**src/rtl/rom_dl_pkg.sv**
```systemverilog
// Shared definitions for the sprint1 ROM download path: controller states,
// region map and the address-in-region helper used by the decoder.
package rom_dl_pkg;

    typedef enum logic [2:0] {
        ST_EMPTY = 3'd0,
        ST_LOAD  = 3'd1,
        ST_CHECK = 3'd2,
        ST_HOLD  = 3'd3,
        ST_RUN   = 3'd4,
        ST_FAIL  = 3'd5
    } dl_state_t;

    // Bit positions inside the one-hot region write enable.
    localparam int REG_PROG = 0;
    localparam int REG_PF   = 1;
    localparam int REG_MOB  = 2;
    localparam int REG_PROM = 3;
    localparam int NUM_REGIONS = 4;

    localparam logic [24:0] PROG_BASE = 25'h000_0000;
    localparam logic [24:0] PROG_SIZE = 25'h000_2000;
    localparam logic [24:0] PF_BASE   = 25'h000_2000;
    localparam logic [24:0] PF_SIZE   = 25'h000_0800;
    localparam logic [24:0] MOB_BASE  = 25'h000_2800;
    localparam logic [24:0] MOB_SIZE  = 25'h000_0800;
    localparam logic [24:0] PROM_BASE = 25'h000_3000;
    localparam logic [24:0] PROM_SIZE = 25'h000_0200;

    localparam int TOTAL_BYTES = 'h3200;

    // Unsigned wrap makes addresses below the base land far above the size.
    function automatic logic in_region(input logic [24:0] addr,
                                       input logic [24:0] base,
                                       input logic [24:0] size);
        return (addr - base) < size;
    endfunction

endpackage

```
**src/rtl/rom_region_dec.sv**
```systemverilog
// Combinational decode of an image byte address into its ROM region,
// returning a hit flag, a one-hot region select and the region-relative offset.
module rom_region_dec
    import rom_dl_pkg::*;
#(
    parameter int ADDR_W = 17
) (
    input  logic [24:0]            i_addr,
    output logic                   o_hit,
    output logic [NUM_REGIONS-1:0] o_region,
    output logic [ADDR_W-1:0]      o_offset
);

    always_comb begin
        o_region = '0;
        o_offset = '0;
        if (in_region(i_addr, PROG_BASE, PROG_SIZE)) begin
            o_region[REG_PROG] = 1'b1;
            o_offset           = ADDR_W'(i_addr - PROG_BASE);
        end else if (in_region(i_addr, PF_BASE, PF_SIZE)) begin
            o_region[REG_PF] = 1'b1;
            o_offset         = ADDR_W'(i_addr - PF_BASE);
        end else if (in_region(i_addr, MOB_BASE, MOB_SIZE)) begin
            o_region[REG_MOB] = 1'b1;
            o_offset          = ADDR_W'(i_addr - MOB_BASE);
        end else if (in_region(i_addr, PROM_BASE, PROM_SIZE)) begin
            o_region[REG_PROM] = 1'b1;
            o_offset           = ADDR_W'(i_addr - PROM_BASE);
        end
    end

    assign o_hit = |o_region;

endmodule

```
**src/rtl/rom_dl_ctrl.sv**
```systemverilog
// ROM download sequencer: forwards ioctl bytes to the four sprint1 ROM regions,
// validates the finished image and gates the core reset until it is usable.
module rom_dl_ctrl
    import rom_dl_pkg::*;
#(
    parameter int ADDR_W      = 17,
    parameter int HOLD_CYCLES = 1024,
    parameter int CNT_W       = 17
) (
    input  logic              clk_sys,
    input  logic              Reset_n,
    input  logic              ioctl_download,
    input  logic              ioctl_wr,
    input  logic [24:0]       ioctl_addr,
    input  logic [7:0]        ioctl_dout,
    input  logic              user_reset,
    output logic              core_reset_n,
    output logic [ADDR_W-1:0] dn_addr,
    output logic [7:0]        dn_data,
    output logic [3:0]        dn_we,
    output logic              rom_ready,
    output logic              dl_error,
    output logic [CNT_W-1:0]  byte_count,
    output dl_state_t         o_dbg_state
);

    localparam int HC_W = (HOLD_CYCLES > 1) ? $clog2(HOLD_CYCLES) : 1;
    localparam logic [HC_W-1:0] HOLD_START = HC_W'(HOLD_CYCLES - 1);

    dl_state_t               r_state;
    dl_state_t               w_state_next;
    logic [HC_W-1:0]         r_hold_cnt;
    logic [HC_W-1:0]         w_hold_next;
    logic                    r_stray;
    logic                    r_dl_armed;
    logic                    r_core_reset_n;
    logic                    r_rom_ready;
    logic                    r_dl_error;
    logic [CNT_W-1:0]        r_byte_count;
    logic [3:0]              r_dn_we;
    logic [ADDR_W-1:0]       r_dn_addr;
    logic [7:0]              r_dn_data;

    logic                    w_hit;
    logic [NUM_REGIONS-1:0]  w_region;
    logic [ADDR_W-1:0]       w_offset;
    logic                    w_accept;
    logic                    w_load_entry;
    logic                    w_run_stay;
    logic                    w_check_fail;

    rom_region_dec #(
        .ADDR_W(ADDR_W)
    ) u_region_dec (
        .i_addr  (ioctl_addr),
        .o_hit   (w_hit),
        .o_region(w_region),
        .o_offset(w_offset)
    );

    // ioctl_wr is a single-cycle strobe with no back-pressure: a byte is taken
    // on every clk_sys edge where ioctl_wr=1 and the FSM is in LOAD.
    assign w_accept     = (r_state == ST_LOAD) && ioctl_wr;
    assign w_load_entry = (w_state_next == ST_LOAD) && (r_state != ST_LOAD);
    assign w_run_stay   = (r_state == ST_RUN) && (w_state_next == ST_RUN);
    assign w_check_fail = (r_state == ST_CHECK) && (w_state_next == ST_FAIL);

    always_comb begin
        w_state_next = r_state;
        w_hold_next  = r_hold_cnt;
        case (r_state)
            // After a reset the download line must be seen low once, so a
            // download interrupted by Reset_n is not resumed half-way.
            ST_EMPTY: begin
                if (ioctl_download && r_dl_armed) begin
                    w_state_next = ST_LOAD;
                end
            end
            ST_LOAD: begin
                if (!ioctl_download) begin
                    w_state_next = ST_CHECK;
                end
            end
            ST_CHECK: begin
                if ((r_byte_count == CNT_W'(TOTAL_BYTES)) && !r_stray) begin
                    w_state_next = ST_HOLD;
                    w_hold_next  = HOLD_START;
                end else begin
                    w_state_next = ST_FAIL;
                end
            end
            ST_HOLD: begin
                if (ioctl_download) begin
                    w_state_next = ST_LOAD;
                end else if (user_reset) begin
                    w_hold_next = HOLD_START;
                end else if (r_hold_cnt == '0) begin
                    w_state_next = ST_RUN;
                end else begin
                    w_hold_next = r_hold_cnt - HC_W'(1);
                end
            end
            ST_RUN: begin
                if (ioctl_download) begin
                    w_state_next = ST_LOAD;
                end else if (user_reset) begin
                    w_state_next = ST_HOLD;
                    w_hold_next  = HOLD_START;
                end
            end
            ST_FAIL: begin
                if (ioctl_download) begin
                    w_state_next = ST_LOAD;
                end
            end
            default: begin
                w_state_next = ST_EMPTY;
            end
        endcase
    end

    always_ff @(posedge clk_sys) begin
        if (!Reset_n) begin
            r_state        <= ST_EMPTY;
            r_hold_cnt     <= '0;
            r_stray        <= 1'b0;
            r_dl_armed     <= 1'b0;
            r_core_reset_n <= 1'b0;
            r_rom_ready    <= 1'b0;
            r_dl_error     <= 1'b0;
            r_byte_count   <= '0;
            r_dn_we        <= '0;
            r_dn_addr      <= '0;
            r_dn_data      <= '0;
        end else begin
            r_state        <= w_state_next;
            r_hold_cnt     <= w_hold_next;
            r_dl_armed     <= r_dl_armed | ~ioctl_download;
            r_dn_we        <= '0;
            // The core only leaves reset once RUN has been held for a cycle.
            r_core_reset_n <= w_run_stay;

            if (w_accept) begin
                if (w_hit) begin
                    r_dn_we   <= w_region;
                    r_dn_addr <= w_offset;
                    r_dn_data <= ioctl_dout;
                    if (r_byte_count != '1) begin
                        r_byte_count <= r_byte_count + CNT_W'(1);
                    end
                end else begin
                    r_stray <= 1'b1;
                end
            end

            if (w_load_entry) begin
                r_byte_count <= '0;
                r_stray      <= 1'b0;
                r_rom_ready  <= 1'b0;
                r_dl_error   <= 1'b0;
            end

            if (w_run_stay) begin
                r_rom_ready <= 1'b1;
            end

            if (w_check_fail) begin
                r_dl_error <= 1'b1;
            end
        end
    end

    assign core_reset_n = r_core_reset_n;
    assign dn_addr      = r_dn_addr;
    assign dn_data      = r_dn_data;
    assign dn_we        = r_dn_we;
    assign rom_ready    = r_rom_ready;
    assign dl_error     = r_dl_error;
    assign byte_count   = r_byte_count;
    assign o_dbg_state  = r_state;

endmodule

```
**config.mk**
```make
export PLATFORM = sky130hd
export DESIGN_NAME = rom_dl_ctrl
export DESIGN_NICKNAME = d
export VERILOG_FILES = /design/src/rtl/rom_dl_pkg.sv /design/src/rtl/rom_region_dec.sv /design/src/rtl/rom_dl_ctrl.sv
export SDC_FILE = /design/constraint.sdc
export NUM_CORES = 1
export LEC_CHECK = 0
export BUFFER_PORTS_ARGS = -buffer_cell sky130_fd_sc_hd__buf_2
export CAP_MARGIN = 20
export CORE_MARGIN = 8
export CORE_UTILIZATION = 58
export CTS_CLUSTER_DIAMETER = 30
export DETAILED_ROUTE_END_ITERATION = 8
export PLACE_DENSITY = 0.84
export SYNTH_ARGS = -nofsm -noshare
export SYNTH_HDL_FRONTEND = slang
export SYNTH_SLANG_ARGS = --single-unit
```
**constraint.sdc**
```tcl
create_clock -name clk_sys -period 9.4 [get_ports clk_sys]
set_input_delay 2.82 -clock clk_sys [delete_from_list [all_inputs] [get_ports clk_sys]]
set_output_delay 2.82 -clock clk_sys [all_outputs]
set_load 0.1 [all_outputs]
```
==> metrics.txt, run 1 <==
# TYPE chip_impl_metric gauge
chip_impl_metric{name="timing.reg2reg.setup_slack",unit="ns"} 6.14
chip_impl_metric{name="post_synth_fa_ha_maj_area_fraction",unit="%"} 4.02
chip_impl_metric{name="cts_made_buffers",unit=""} 9
chip_impl_metric{name="grt.overflow.total",unit=""} 0
chip_impl_metric{name="final_core_util",unit="%"} 69.7
chip_impl_metric{name="antenna_found_initial",unit=""} 0
chip_impl_metric{name="maxCapViolations",unit=""} 0
chip_impl_info{name="hold_path_startpoint",value="r_dl_armed"} 1
chip_impl_metric{name="postCtsResizedCells",unit=""} 0
chip_impl_metric{name="synth.lib_cells_used.distinct",unit=""} 69
chip_impl_metric{name="design.die.area",unit="µm²"} 9260
chip_impl_metric{name="syn-mean-instance-area",unit="µm²"} 8.03
chip_impl_metric{name="synthesis.instances",unit=""} 465
chip_impl_metric{name="tritoncts_num_sinks",unit=""} 64
chip_impl_metric{name="dieWidth",unit="µm"} 96.2
chip_impl_metric{name="design.portCount",unit=""} 90
chip_impl_metric{name="post_dp_area",unit="µm²"} 4150
chip_impl_metric{name="globalRouteTotalUtil",unit="%"} 21.8
chip_impl_metric{name="power-per-cell-area",unit="nW/µm²"} 137
chip_impl_metric{name="setup_viol",unit=""} 0
chip_impl_metric{name="p_leak",unit="nW"} 1.78
chip_impl_metric{name="synth_fp_nets",unit=""} 515
chip_impl_metric{name="detailedRoute.firstIterationViolations",unit=""} 234
chip_impl_metric{name="fraction_of_the_mapped_netlist_area_in_compound_gates",unit="%"} 23.4
chip_impl_metric{name="synthXorXnorAreaFrac",unit="%"} 1.17
chip_impl_info{name="clock-root-buffer",value="clkbuf_8"} 1
chip_impl_metric{name="first_global_vias",unit=""} 3610
chip_impl_metric{name="clock_skew",unit="ns"} 0.0115
chip_impl_info{name="cpMaxStageDelayCell",value="a2111oi_0"} 1
chip_impl_metric{name="die_y",unit="µm"} 96.2
chip_impl_info{name="crit_path_start",value="ioctl_addr[12]"} 1
chip_impl_metric{name="insertion_delay",unit="ns"} 0.34
chip_impl_metric{name="port_buffers",unit=""} 89
chip_impl_metric{name="timing.final.hold_violations",unit=""} 0
chip_impl_metric{name="timing.final.max_slew_violations",unit=""} 0
chip_impl_metric{name="fin_setup_tns",unit="ns"} 0
chip_impl_metric{name="setup_slack",unit="ns"} 3.39
chip_impl_metric{name="multiplexer_share_of_the_synthesized_area",unit="%"} 1.78
chip_impl_info{name="timing.critical_path.to_type",value="flop"} 1
chip_impl_metric{name="critPathMaxFanout",unit=""} 46
chip_impl_metric{name="max_clock_freq",unit="MHz"} 166
chip_impl_metric{name="crit_path_max_incr_delay",unit="ns"} 0.66
chip_impl_metric{name="post-route-period-util",unit="%"} 63.9
chip_impl_info{name="worstSetupStartpointType",value="input pin"} 1
chip_impl_metric{name="placeableCoreArea",unit="µm²"} 6280
chip_impl_metric{name="htreeDepth",unit=""} 3
chip_impl_metric{name="globalplace.congestion",unit=""} 0.966
chip_impl_metric{name="place.detailed.hpwl",unit="mm"} 7.22
chip_impl_metric{name="path_clk_slew",unit="ns"} 0.08
chip_impl_info{name="synthFlopType",value="dfxtp_1"} 1
chip_impl_metric{name="arrival_time_of_data_at_the_critical_path_endpoint",unit="ns"} 6.24
chip_impl_metric{name="yosysWarnings",unit=""} 0
chip_impl_metric{name="cp.buffers_inverters",unit=""} 3
chip_impl_metric{name="synth_edf_count",unit=""} 0
chip_impl_metric{name="antenna_diode_instance_count",unit=""} 0
chip_impl_metric{name="drt_pre_antenna_iters",unit=""} 4
chip_impl_info{name="hold_path_class",value="flop to flop"} 1
chip_impl_metric{name="synth_simple_gate_area_share",unit="%"} 29.9
chip_impl_metric{name="drt-vias-per-instance",unit=""} 6.27
chip_impl_metric{name="final.min_clock_period",unit="ns"} 6.01
chip_impl_metric{name="async_reset_ff_share",unit="%"} 0
chip_impl_metric{name="grt_pass1_wl",unit="mm"} 16.3
chip_impl_metric{name="ant_nets",unit=""} 0
chip_impl_metric{name="synth.yosys.seq_area_share",unit="%"} 34.3
chip_impl_info{name="dominant_combinational_cell_family_by_area_after_synthesis",value="simple AND/OR/NAND/NOR gates"} 1
chip_impl_info{name="crit_chain",value="buf_2 -> inv_1 -> ha_1 -> a2111oi_4 -> nand3_1 -> a2111oi_0 -> o2111ai_2 -> and3_1 -> buf_4 -> nor4b_1 -> mux2_2"} 1
chip_impl_metric{name="mappedNetlistArea",unit="µm²"} 3730
chip_impl_info{name="cp_top_family",value="compound AO/OA/AOI/OAI gates"} 1
chip_impl_metric{name="post_cts_buffers",unit=""} 0
chip_impl_metric{name="ys_seq_elements",unit=""} 64
chip_impl_metric{name="irDropWorstVdd",unit="mV"} 0.114
chip_impl_info{name="rr_startpoint",value="r_hold_cnt[0]"} 1
chip_impl_metric{name="grt_max_degree",unit=""} 47
chip_impl_metric{name="num_rows",unit=""} 29
chip_impl_metric{name="max_slew_margin",unit="%"} 29.6
chip_impl_metric{name="total_power",unit="µW"} 600
chip_impl_info{name="worst-setup-path-type",value="input pin to flop"} 1
chip_impl_metric{name="routedWlPerCell",unit="µm"} 16.5
chip_impl_metric{name="hold_buffer_count_at_cts",unit=""} 0
chip_impl_info{name="grt_setup_unrepaired",value="false"} 1
chip_impl_metric{name="layout-area-overhead-vs-synth",unit="%"} 17.2
chip_impl_info{name="cts_tree",value="built"} 1
chip_impl_info{name="status",value="complete, no violations"} 1
chip_impl_metric{name="detail_route.wirelength",unit="mm"} 10.2
chip_impl_metric{name="dr_total_vias",unit=""} 3882
chip_impl_metric{name="critical_path_required",unit="ns"} 9.63
chip_impl_metric{name="layout-drive-gt1-share",unit="%"} 22.0
chip_impl_metric{name="initial_standard_cell_utilization_of_the_core",unit="%"} 59.5
chip_impl_metric{name="placement_stage_worst_setup_slack",unit="ns"} 3.09
chip_impl_metric{name="detail_route.drc_violations",unit=""} 0
chip_impl_metric{name="cts_buffer_depth",unit=""} 2
chip_impl_metric{name="transition_time_at_the_pin_with_the_least_slew_margin",unit="ns"} 1.06
chip_impl_metric{name="design_area",unit="µm²"} 4380
chip_impl_metric{name="nNetsFinal",unit=""} 587
[routing by layer]
layer  global-route usage, %  vias up  part of all wire, %
met4                    8.19        0                  1.2
li1                        -     1892                    -
met2                    35.6      146                   48
met5                       0        -                    0
met3                    5.38       14                  6.9
met1                    27.0     1830                   44
[tightest hold or removal path: cells and delay by family, from the launching register on]
| family | cells | cell delay, ns |
|---|---|---|
| DFF | 1 | 0.31 |
| AOI/OAI and AO/OA | 1 | 0.05 |
| buffers and inverters | 1 | 0.04 |
[worst paths after layout]
check        depth (start not counted)              to
max                                 11  byte_count[11]
min                                  2      r_dl_armed
max reg2reg                          9  byte_count[11]
min reg2reg                          2      r_dl_armed
[cell families after synthesis]
logic type	after synthesis
AO/OA/AOI/OAI	133
XOR/XNOR	5
adder cells (fa/ha/maj)	12
buffers and inverters	47
flip-flops	64
multiplexers	6
AND/OR/NAND/NOR	198
[registers in the layout, indices dropped and copies added, names as in the netlist]
register      cells
byte_count       17
dn_addr          17
r_hold_cnt       10
dn_data           8
dn_we             4
o_dbg_state       3
core_reset_n      1
dl_error          1
r_dl_armed        1
r_stray           1
rom_ready         1
[area by class of cell]
class                           instances  area [µm²]
Fill cell                             523        1900
Timing Repair Buffer                   90         453
Tap cell                               77        96.3
Multi-Input combinational cell        354        2250
Clock buffer                            9         124
Sequential cell                        64        1280
Clock inverter                          7         103
Inverter                               18        67.6
[metrics by stage]
| step | instances | hold WS (ns) |
|---|---|---|
| final | 619 | 0.455 |
| after CTS | 619 | 0.457 |
| after detailed placement | 603 | 0.447 |
| after floorplan | 465 | 0.425 |
| after global routing | 619 | 0.500 |
| after global placement | 603 | 0.436 |
[where the power goes]
group | total [mW] | switching (mW) | internal, mW
Combinational | 0.0569 | 0.0377 | 0.0192
Sequential | 0.274 | 0.00148 | 0.272
Clock | 0.269 | 0.117 | 0.152
Total | 0.600 | 0.156 | 0.444
[cells in the mapped netlist (all sizes together) (9+ instances only)]
cell type / number / area, µm²
nand3: 32 / 160
dfxtp: 64 / 1280
nor3: 16 / 80.1
o21ai: 27 / 135
nor2b: 9 / 56.3
nor2: 42 / 158
and3: 10 / 62.6
a21oi: 50 / 250
clkbuf: 22 / 82.6
ha: 12 / 150
nor4: 14 / 103
inv: 18 / 67.6
or4: 10 / 78.8
nand2: 21 / 78.8
[cell usage in the layout (no fill, tap or decap), drive strengths merged, types with 3 or more instances in the layout]
master	Yosys	routed
a311oi	4	4
nand2	21	21
a211o	4	4
ha	12	12
clkbuf	22	9
mux2	5	5
dfxtp	64	64
or3	6	6
nor2	42	42
nand4	7	7
nand3	32	32
and3	10	10
or4	10	10
nor4	14	14
nor3	16	16
o21ai	27	27
nor2b	9	9
nor4b	5	5
o31ai	8	8
a21oi	50	50
o31a	3	3
xnor2	4	4
nand2b	8	8
a2111oi	4	4
buf	7	90
inv	18	21
o22ai	4	4
o21a	4	4
and2	4	4
Power figures use the tool's default switching activity.
==> inputs of run 2 (changes only) <==
--- a/config.mk
+++ b/config.mk
@@ -8,10 +8,10 @@
 export BUFFER_PORTS_ARGS = -buffer_cell sky130_fd_sc_hd__buf_2
 export CAP_MARGIN = 20
 export CORE_MARGIN = 8
-export CORE_UTILIZATION = 58
+export CORE_UTILIZATION = 54
 export CTS_CLUSTER_DIAMETER = 30
 export DETAILED_ROUTE_END_ITERATION = 8
-export PLACE_DENSITY = 0.84
+export PLACE_DENSITY = 0.78
 export SYNTH_ARGS = -nofsm -noshare
 export SYNTH_HDL_FRONTEND = slang
 export SYNTH_SLANG_ARGS = --single-unit
==> constraint.sdc (replaced) <==
create_clock -name clk_sys -period 6 [get_ports clk_sys]
set_input_delay 1.8 -clock clk_sys [delete_from_list [all_inputs] [get_ports clk_sys]]
set_output_delay 1.8 -clock clk_sys [all_outputs]
set_load 0.1 [all_outputs]
==> run 2 against run 1 <==
Against the previous run: critical endpoint unchanged; cell count increased by 0.97%; total power increased by 57%; routed wire length fell by 0.42%.
==> metrics.txt, run 2 (synthesis results as in run 1) <==
# TYPE chip_impl_metric gauge
chip_impl_metric{name="critical_path_required",unit="ns"} 6.23
chip_impl_metric{name="max_slew_margin",unit="%"} 37.4
chip_impl_metric{name="detailedRoute.firstIterationViolations",unit=""} 144
chip_impl_metric{name="dr_total_vias",unit=""} 3825
chip_impl_metric{name="final_core_util",unit="%"} 65.1
chip_impl_metric{name="hold_buffer_count_at_cts",unit=""} 0
chip_impl_metric{name="layout-drive-gt1-share",unit="%"} 22.4
chip_impl_metric{name="htreeDepth",unit=""} 3
chip_impl_metric{name="max_clock_freq",unit="MHz"} 202
chip_impl_metric{name="arrival_time_of_data_at_the_critical_path_endpoint",unit="ns"} 5.17
chip_impl_metric{name="initial_standard_cell_utilization_of_the_core",unit="%"} 55.3
chip_impl_info{name="mostFrequentLayoutCells",value="89 x buf_2, 64 x dfxtp_1, 50 x a21oi_1, 42 x nor2_1, 32 x nand3_1"} 1
chip_impl_metric{name="placeableCoreArea",unit="µm²"} 6760
chip_impl_metric{name="post-route-period-util",unit="%"} 82.5
chip_impl_metric{name="grt_max_degree",unit=""} 33
chip_impl_info{name="crit_chain",value="buf_2 -> inv_1 -> ha_1 -> a2111oi_4 -> nand3_1 -> a2111oi_0 -> o2111ai_2 -> and3_1 -> nor4b_1 -> mux2_2"} 1
chip_impl_metric{name="tritoncts_num_sinks",unit=""} 64
chip_impl_metric{name="setup_viol",unit=""} 0
chip_impl_metric{name="detail_route.drc_violations",unit=""} 0
chip_impl_metric{name="insertion_delay",unit="ns"} 0.34
chip_impl_metric{name="nNetsFinal",unit=""} 590
chip_impl_metric{name="crit_path_max_incr_delay",unit="ns"} 0.66
chip_impl_metric{name="grt.overflow.total",unit=""} 0
chip_impl_metric{name="detail_route.wirelength",unit="mm"} 10.2
chip_impl_metric{name="globalplace.congestion",unit=""} 0.936
chip_impl_info{name="worstSetupStartpointType",value="input pin"} 1
chip_impl_metric{name="total_power",unit="µW"} 939
chip_impl_metric{name="irDropWorstVdd",unit="mV"} 0.127
chip_impl_metric{name="antenna_found_initial",unit=""} 0
chip_impl_metric{name="design.die.area",unit="µm²"} 9830
chip_impl_metric{name="timing.final.hold_violations",unit=""} 0
chip_impl_info{name="cp_top_family",value="compound AO/OA/AOI/OAI gates"} 1
chip_impl_info{name="cts_tree",value="built"} 1
chip_impl_metric{name="maxCapViolations",unit=""} 0
chip_impl_metric{name="post_dp_area",unit="µm²"} 4180
chip_impl_metric{name="cts_made_buffers",unit=""} 9
chip_impl_metric{name="die_y",unit="µm"} 99.2
chip_impl_metric{name="first_global_vias",unit=""} 3696
chip_impl_metric{name="cp.buffers_inverters",unit=""} 2
chip_impl_metric{name="fin_setup_tns",unit="ns"} 0
chip_impl_metric{name="routedWlPerCell",unit="µm"} 16.3
chip_impl_metric{name="num_rows",unit=""} 30
chip_impl_metric{name="ant_nets",unit=""} 0
chip_impl_metric{name="grt_pass1_wl",unit="mm"} 16.8
chip_impl_metric{name="globalRouteTotalUtil",unit="%"} 20.3
chip_impl_metric{name="layout-area-overhead-vs-synth",unit="%"} 17.9
chip_impl_info{name="grt_setup_unrepaired",value="false"} 1
chip_impl_metric{name="postCtsResizedCells",unit=""} 0
chip_impl_metric{name="final.min_clock_period",unit="ns"} 4.95
chip_impl_metric{name="design_area",unit="µm²"} 4400
chip_impl_metric{name="power-per-cell-area",unit="nW/µm²"} 213
chip_impl_info{name="clock-root-buffer",value="clkbuf_8"} 1
chip_impl_info{name="cpMaxStageDelayCell",value="a2111oi_0"} 1
chip_impl_metric{name="transition_time_at_the_pin_with_the_least_slew_margin",unit="ns"} 0.939
chip_impl_metric{name="drt-vias-per-instance",unit=""} 6.12
chip_impl_info{name="status",value="complete, no violations"} 1
chip_impl_info{name="hold_path_class",value="flop to flop"} 1
chip_impl_metric{name="drt_pre_antenna_iters",unit=""} 5
chip_impl_metric{name="place.detailed.hpwl",unit="mm"} 7.35
chip_impl_metric{name="critPathMaxFanout",unit=""} 24
chip_impl_metric{name="port_buffers",unit=""} 89
chip_impl_metric{name="antenna_diode_instance_count",unit=""} 0
chip_impl_metric{name="path_clk_slew",unit="ns"} 0.08
chip_impl_metric{name="cts_buffer_depth",unit=""} 2
chip_impl_metric{name="timing.final.max_slew_violations",unit=""} 0
chip_impl_metric{name="p_leak",unit="nW"} 1.79
chip_impl_info{name="timing.critical_path.to_type",value="flop"} 1
chip_impl_metric{name="dieWidth",unit="µm"} 99.2
chip_impl_metric{name="design.portCount",unit=""} 90
chip_impl_metric{name="post_cts_buffers",unit=""} 0
chip_impl_info{name="worst-setup-path-type",value="input pin to flop"} 1
chip_impl_metric{name="clock_skew",unit="ns"} 0.0122
chip_impl_info{name="final_common_cell",value="buf_2"} 1
chip_impl_metric{name="fill_cells",unit=""} 623
==> run 2: path summary, 6_finish.rpt <==
| check | start | slack, ns | cells past startpoint | to |
|---|---|---|---|---|
| max reg2reg | r_hold_cnt[0] | 2.79 | 9 | byte_count[7] |
| min | r_dl_armed | 0.45 | 2 | r_dl_armed |
| max | ioctl_addr[12] | 1.05 | 10 | byte_count[11] |
| min reg2reg | r_dl_armed | 0.45 | 2 | r_dl_armed |
==> run 2: power by group <==
group	switching, mW	internal [mW]	leakage (nW)
combinational	0.0593	0.0307	1.17
clock	0.183	0.238	0.110
sequential	0.00214	0.426	0.516
total	0.244	0.695	1.79
==> run 2: final cells by class <==
| type | count | area (µm²) | share of cell area, % |
|---|---|---|---|
| Tap cell | 80 | 100 | 2.27 |
| Inverter | 18 | 67.6 | 1.53 |
| Clock inverter | 7 | 103 | 2.33 |
| Clock buffer | 9 | 124 | 2.81 |
| Sequential cell | 64 | 1280 | 29.1 |
| Multi-Input combinational cell | 354 | 2250 | 51.1 |
| Timing Repair Buffer | 93 | 475 | 10.8 |
==> run 2: per-layer routing <==
| layer | part of all wire, % | track usage [%] | vias up |
|---|---|---|---|
| met4 | 0.87 | 6.52 | 0 |
| li1 | - | - | 1888 |
| met5 | 0 | 0 | - |
| met2 | 49 | 34.3 | 127 |
| met1 | 43 | 24.3 | 1803 |
| met3 | 7.3 | 5.52 | 7 |
==> run 2: tightest hold or removal path: stages (launching register included) <==
cell,delay (ns)
dfxtp_1,0.31
inv_1,0.04
a21oi_1,0.05
==> run 2: metrics by stage <==
step | hold WS [ns] | setup slack [ns] | cells
after global placement | 0.437 | 0.874 | 609
after floorplan | 0.425 | 1.37 | 465
after CTS | 0.456 | 1.12 | 625
final | 0.451 | 1.05 | 625
after detailed placement | 0.445 | 0.775 | 609
after global routing | 0.485 | 0.696 | 625
==> inputs of run 3 (changes only) <==
--- a/config.mk
+++ b/config.mk
@@ -5,13 +5,14 @@
 export SDC_FILE = /design/constraint.sdc
 export NUM_CORES = 1
 export LEC_CHECK = 0
+export ABC_AREA = 1
 export BUFFER_PORTS_ARGS = -buffer_cell sky130_fd_sc_hd__buf_2
 export CAP_MARGIN = 20
 export CORE_MARGIN = 8
-export CORE_UTILIZATION = 54
+export CORE_UTILIZATION = 49
 export CTS_CLUSTER_DIAMETER = 30
 export DETAILED_ROUTE_END_ITERATION = 8
-export PLACE_DENSITY = 0.78
+export PLACE_DENSITY = 0.74
 export SYNTH_ARGS = -nofsm -noshare
 export SYNTH_HDL_FRONTEND = slang
 export SYNTH_SLANG_ARGS = --single-unit
==> constraint.sdc (replaced) <==
create_clock -name clk_sys -period 4.5 [get_ports clk_sys]
set_input_delay 1.35 -clock clk_sys [delete_from_list [all_inputs] [get_ports clk_sys]]
set_output_delay 1.35 -clock clk_sys [all_outputs]
set_load 0.1 [all_outputs]
==> run 3 against run 2 <==
Against the previous run: highest routed layer unchanged; worst setup slack lost 0.28 ns; design area grew 3.4%; synthesized cell count grew 30%; sequential share of layout area shrank 0.97 points; hold slack lost 0.0099 ns; sequential power grew 48%; critical path depth grew 8; critical path type unchanged; register-to-register slack lost 0.80 ns; via count grew 10%; synthesized area grew 4.6%; combinational power grew to 6.9 times the previous value.
==> metrics.txt, run 3 <==
# TYPE chip_impl_metric gauge
chip_impl_info{name="status",value="complete, no violations"} 1
chip_impl_metric{name="design.portCount",unit=""} 90
chip_impl_metric{name="cts_buffer_depth",unit=""} 2
chip_impl_metric{name="max_clock_freq",unit="MHz"} 268
chip_impl_metric{name="yosysWarnings",unit=""} 0
chip_impl_metric{name="routedWlPerCell",unit="µm"} 13.6
chip_impl_metric{name="drt-vias-per-instance",unit=""} 5.27
chip_impl_metric{name="place.detailed.hpwl",unit="mm"} 8.29
chip_impl_metric{name="critPathMaxFanout",unit=""} 25
chip_impl_info{name="grt_setup_unrepaired",value="false"} 1
chip_impl_metric{name="layout-area-overhead-vs-synth",unit="%"} 16.6
chip_impl_metric{name="drt_pre_antenna_iters",unit=""} 5
chip_impl_metric{name="synthesis.instances",unit=""} 606
chip_impl_metric{name="p_leak",unit="nW"} 2.14
chip_impl_metric{name="irDropWorstVdd",unit="mV"} 0.213
chip_impl_metric{name="design.die.area",unit="µm²"} 11100
chip_impl_metric{name="globalplace.congestion",unit=""} 0.959
chip_impl_metric{name="detailedRoute.firstIterationViolations",unit=""} 221
chip_impl_metric{name="postCtsResizedCells",unit=""} 0
chip_impl_info{name="worstSetupStartpointType",value="input pin"} 1
chip_impl_metric{name="htreeDepth",unit=""} 3
chip_impl_metric{name="cts_made_buffers",unit=""} 9
chip_impl_metric{name="dieWidth",unit="µm"} 105
chip_impl_metric{name="tritoncts_num_sinks",unit=""} 64
chip_impl_metric{name="total_power",unit="mW"} 1.66
chip_impl_metric{name="max_slew_margin",unit="%"} 46.3
chip_impl_info{name="cts_tree",value="built"} 1
chip_impl_metric{name="globalRouteTotalUtil",unit="%"} 19.4
chip_impl_metric{name="detail_route.wirelength",unit="mm"} 10.9
chip_impl_info{name="timing.critical_path.to_type",value="flop"} 1
chip_impl_metric{name="timing.final.hold_violations",unit=""} 0
chip_impl_info{name="netlist_top_cells_count",value="137 x nand2_1, 74 x nor2_1, 71 x inv_1"} 1
chip_impl_metric{name="hold_buffer_count_at_cts",unit=""} 0
chip_impl_metric{name="post_cts_buffers",unit=""} 0
chip_impl_metric{name="hold_slack",unit="ns"} 0.441
chip_impl_metric{name="timing.final.max_slew_violations",unit=""} 0
chip_impl_metric{name="critical_path_required",unit="ns"} 4.72
chip_impl_info{name="worst-setup-path-type",value="input pin to flop"} 1
chip_impl_metric{name="ant_nets",unit=""} 0
chip_impl_metric{name="nNetsFinal",unit=""} 742
chip_impl_info{name="hold_path_class",value="flop to flop"} 1
chip_impl_metric{name="synth.top_cell.area_share",unit="%"} 32.8
chip_impl_metric{name="transition_time_at_the_pin_with_the_least_slew_margin",unit="ns"} 0.804
chip_impl_metric{name="path_clk_slew",unit="ns"} 0.07
chip_impl_metric{name="dr_total_vias",unit=""} 4209
chip_impl_info{name="synthMostInstantiatedCell",value="nand2_1"} 1
chip_impl_metric{name="antenna_found_initial",unit=""} 0
chip_impl_metric{name="synth.yosys.seq_area_share",unit="%"} 32.8
chip_impl_metric{name="port_buffers",unit=""} 89
chip_impl_info{name="synthFlopType",value="dfxtp_1"} 1
chip_impl_metric{name="synth.lib_cells_used.distinct",unit=""} 31
chip_impl_metric{name="synth_fp_nets",unit=""} 656
chip_impl_metric{name="async_reset_ff_share",unit="%"} 0
chip_impl_metric{name="mappedNetlistArea",unit="µm²"} 3910
chip_impl_metric{name="placeableCoreArea",unit="µm²"} 7730
chip_impl_metric{name="detail_route.drc_violations",unit=""} 0
chip_impl_info{name="synthTopCellsByArea",value="dfxtp_1 33%, nand2_1 13%, nand3_1 9.0%"} 1
chip_impl_metric{name="synth_edf_count",unit=""} 0
chip_impl_info{name="clock-root-buffer",value="clkbuf_8"} 1
chip_impl_metric{name="num_rows",unit=""} 32
chip_impl_metric{name="grt_pass1_wl",unit="mm"} 18.4
chip_impl_metric{name="grt_max_degree",unit=""} 26
chip_impl_metric{name="die_y",unit="µm"} 105
chip_impl_metric{name="post-route-period-util",unit="%"} 82.8
chip_impl_metric{name="fin_setup_tns",unit="ns"} 0
chip_impl_metric{name="layout-drive-gt1-share",unit="%"} 18.1
chip_impl_metric{name="initial_standard_cell_utilization_of_the_core",unit="%"} 50.6
chip_impl_info{name="yosysTopAreaCell",value="dfxtp_1"} 1
chip_impl_metric{name="clock_skew",unit="ns"} 0.00929
chip_impl_metric{name="grt.overflow.total",unit=""} 0
chip_impl_metric{name="arrival_time_of_data_at_the_critical_path_endpoint",unit="ns"} 3.94
chip_impl_metric{name="insertion_delay",unit="ns"} 0.33
chip_impl_metric{name="setup_viol",unit=""} 0
chip_impl_metric{name="first_global_vias",unit=""} 4035
chip_impl_metric{name="power-per-cell-area",unit="nW/µm²"} 364
chip_impl_metric{name="ys_seq_elements",unit=""} 64
chip_impl_metric{name="syn-mean-instance-area",unit="µm²"} 6.45
chip_impl_info{name="mostFrequentLayoutCells",value="137 x nand2_1, 89 x buf_2, 74 x nor2_1, 71 x inv_1, 70 x nand3_1"} 1
chip_impl_metric{name="maxCapViolations",unit=""} 0
chip_impl_metric{name="antenna_diode_instance_count",unit=""} 0
chip_impl_metric{name="final.min_clock_period",unit="ns"} 3.72
chip_impl_info{name="final_common_cell",value="nand2_1"} 1
## run 3: cell count changes in the layout (fill, tap and decap cells not counted), sizes merged, moves of 11 or more
cell   before  now
nand2      21  143
xor2        1   13
nor2       42   84
nand3      32   73
inv        20   73
nor4       14    3
## run 3: worst paths after layout
check	slack, ns	cells past startpoint	startpoint	end
max reg2reg	1.99	10	byte_count[0]	byte_count[9]
max	0.78	18	ioctl_addr[14]	dn_addr[1]
min	0.44	2	dn_addr[15]	dn_addr[15]
min reg2reg	0.44	2	dn_addr[15]	dn_addr[15]
## run 3: final cells by class
class	count	area [µm²]
repair buffers	92	468
well taps	102	128
clock buffers	11	131
flip-flops and latches	64	1280
fillers	790	3170
multi-input cells	451	2240
inverters	74	278
clock inverters	4	22.5
## run 3: kinds of logic after synthesis
family / Yosys count / synth area share [%]
flops: 64 / 32.8
compound gates: 94 / 12.5
buf+inv: 91 / 9.74
fa+ha+maj: 12 / 3.84
simple gates: 327 / 37.1
xor+xnor: 18 / 4.04
## run 3: through the flow
step	util [%]	std cells	worst slack [ns]	cell area, µm²
after floorplan	-	606	1.48	3910
after global placement	56.9	783	0.484	4400
after detailed placement	56.9	783	0.493	4400
after CTS	58.9	798	0.845	4550
after global routing	58.9	798	0.558	4550
final	58.9	798	0.776	4550
## run 3: metal layers
metal  up-vias  wire [µm]  GRT usage (%)  part of all wire [%]
met5         -          0              0                     0
met4         0        213           8.05                   2.0
met3        20        784           5.18                   7.2
met2       165       4790           29.4                    44
met1      1882       5090           25.5                    47
li1       2142          -              -                     -
## run 3: worst max-delay path: stages
cell	delay, ns
buf_2	0.18
inv_2	0.12
ha_1	0.21
nand2_1	0.16
nand2_1	0.12
inv_1	0.11
nand2_1	0.05
nand2_1	0.07
nand2_1	0.07
nor2_1	0.14
nand3_1	0.13
nor2_4	0.19
nor2_4	0.07
nand2_4	0.21
nand2_1	0.22
buf_4	0.31
o21ai_0	0.19
nor2_1	0.06
## run 3: report_power, final
group | switching (mW) | internal [mW]
Clock | 0.212 | 0.194
Combinational | 0.462 | 0.156
Sequential | 0.0253 | 0.609
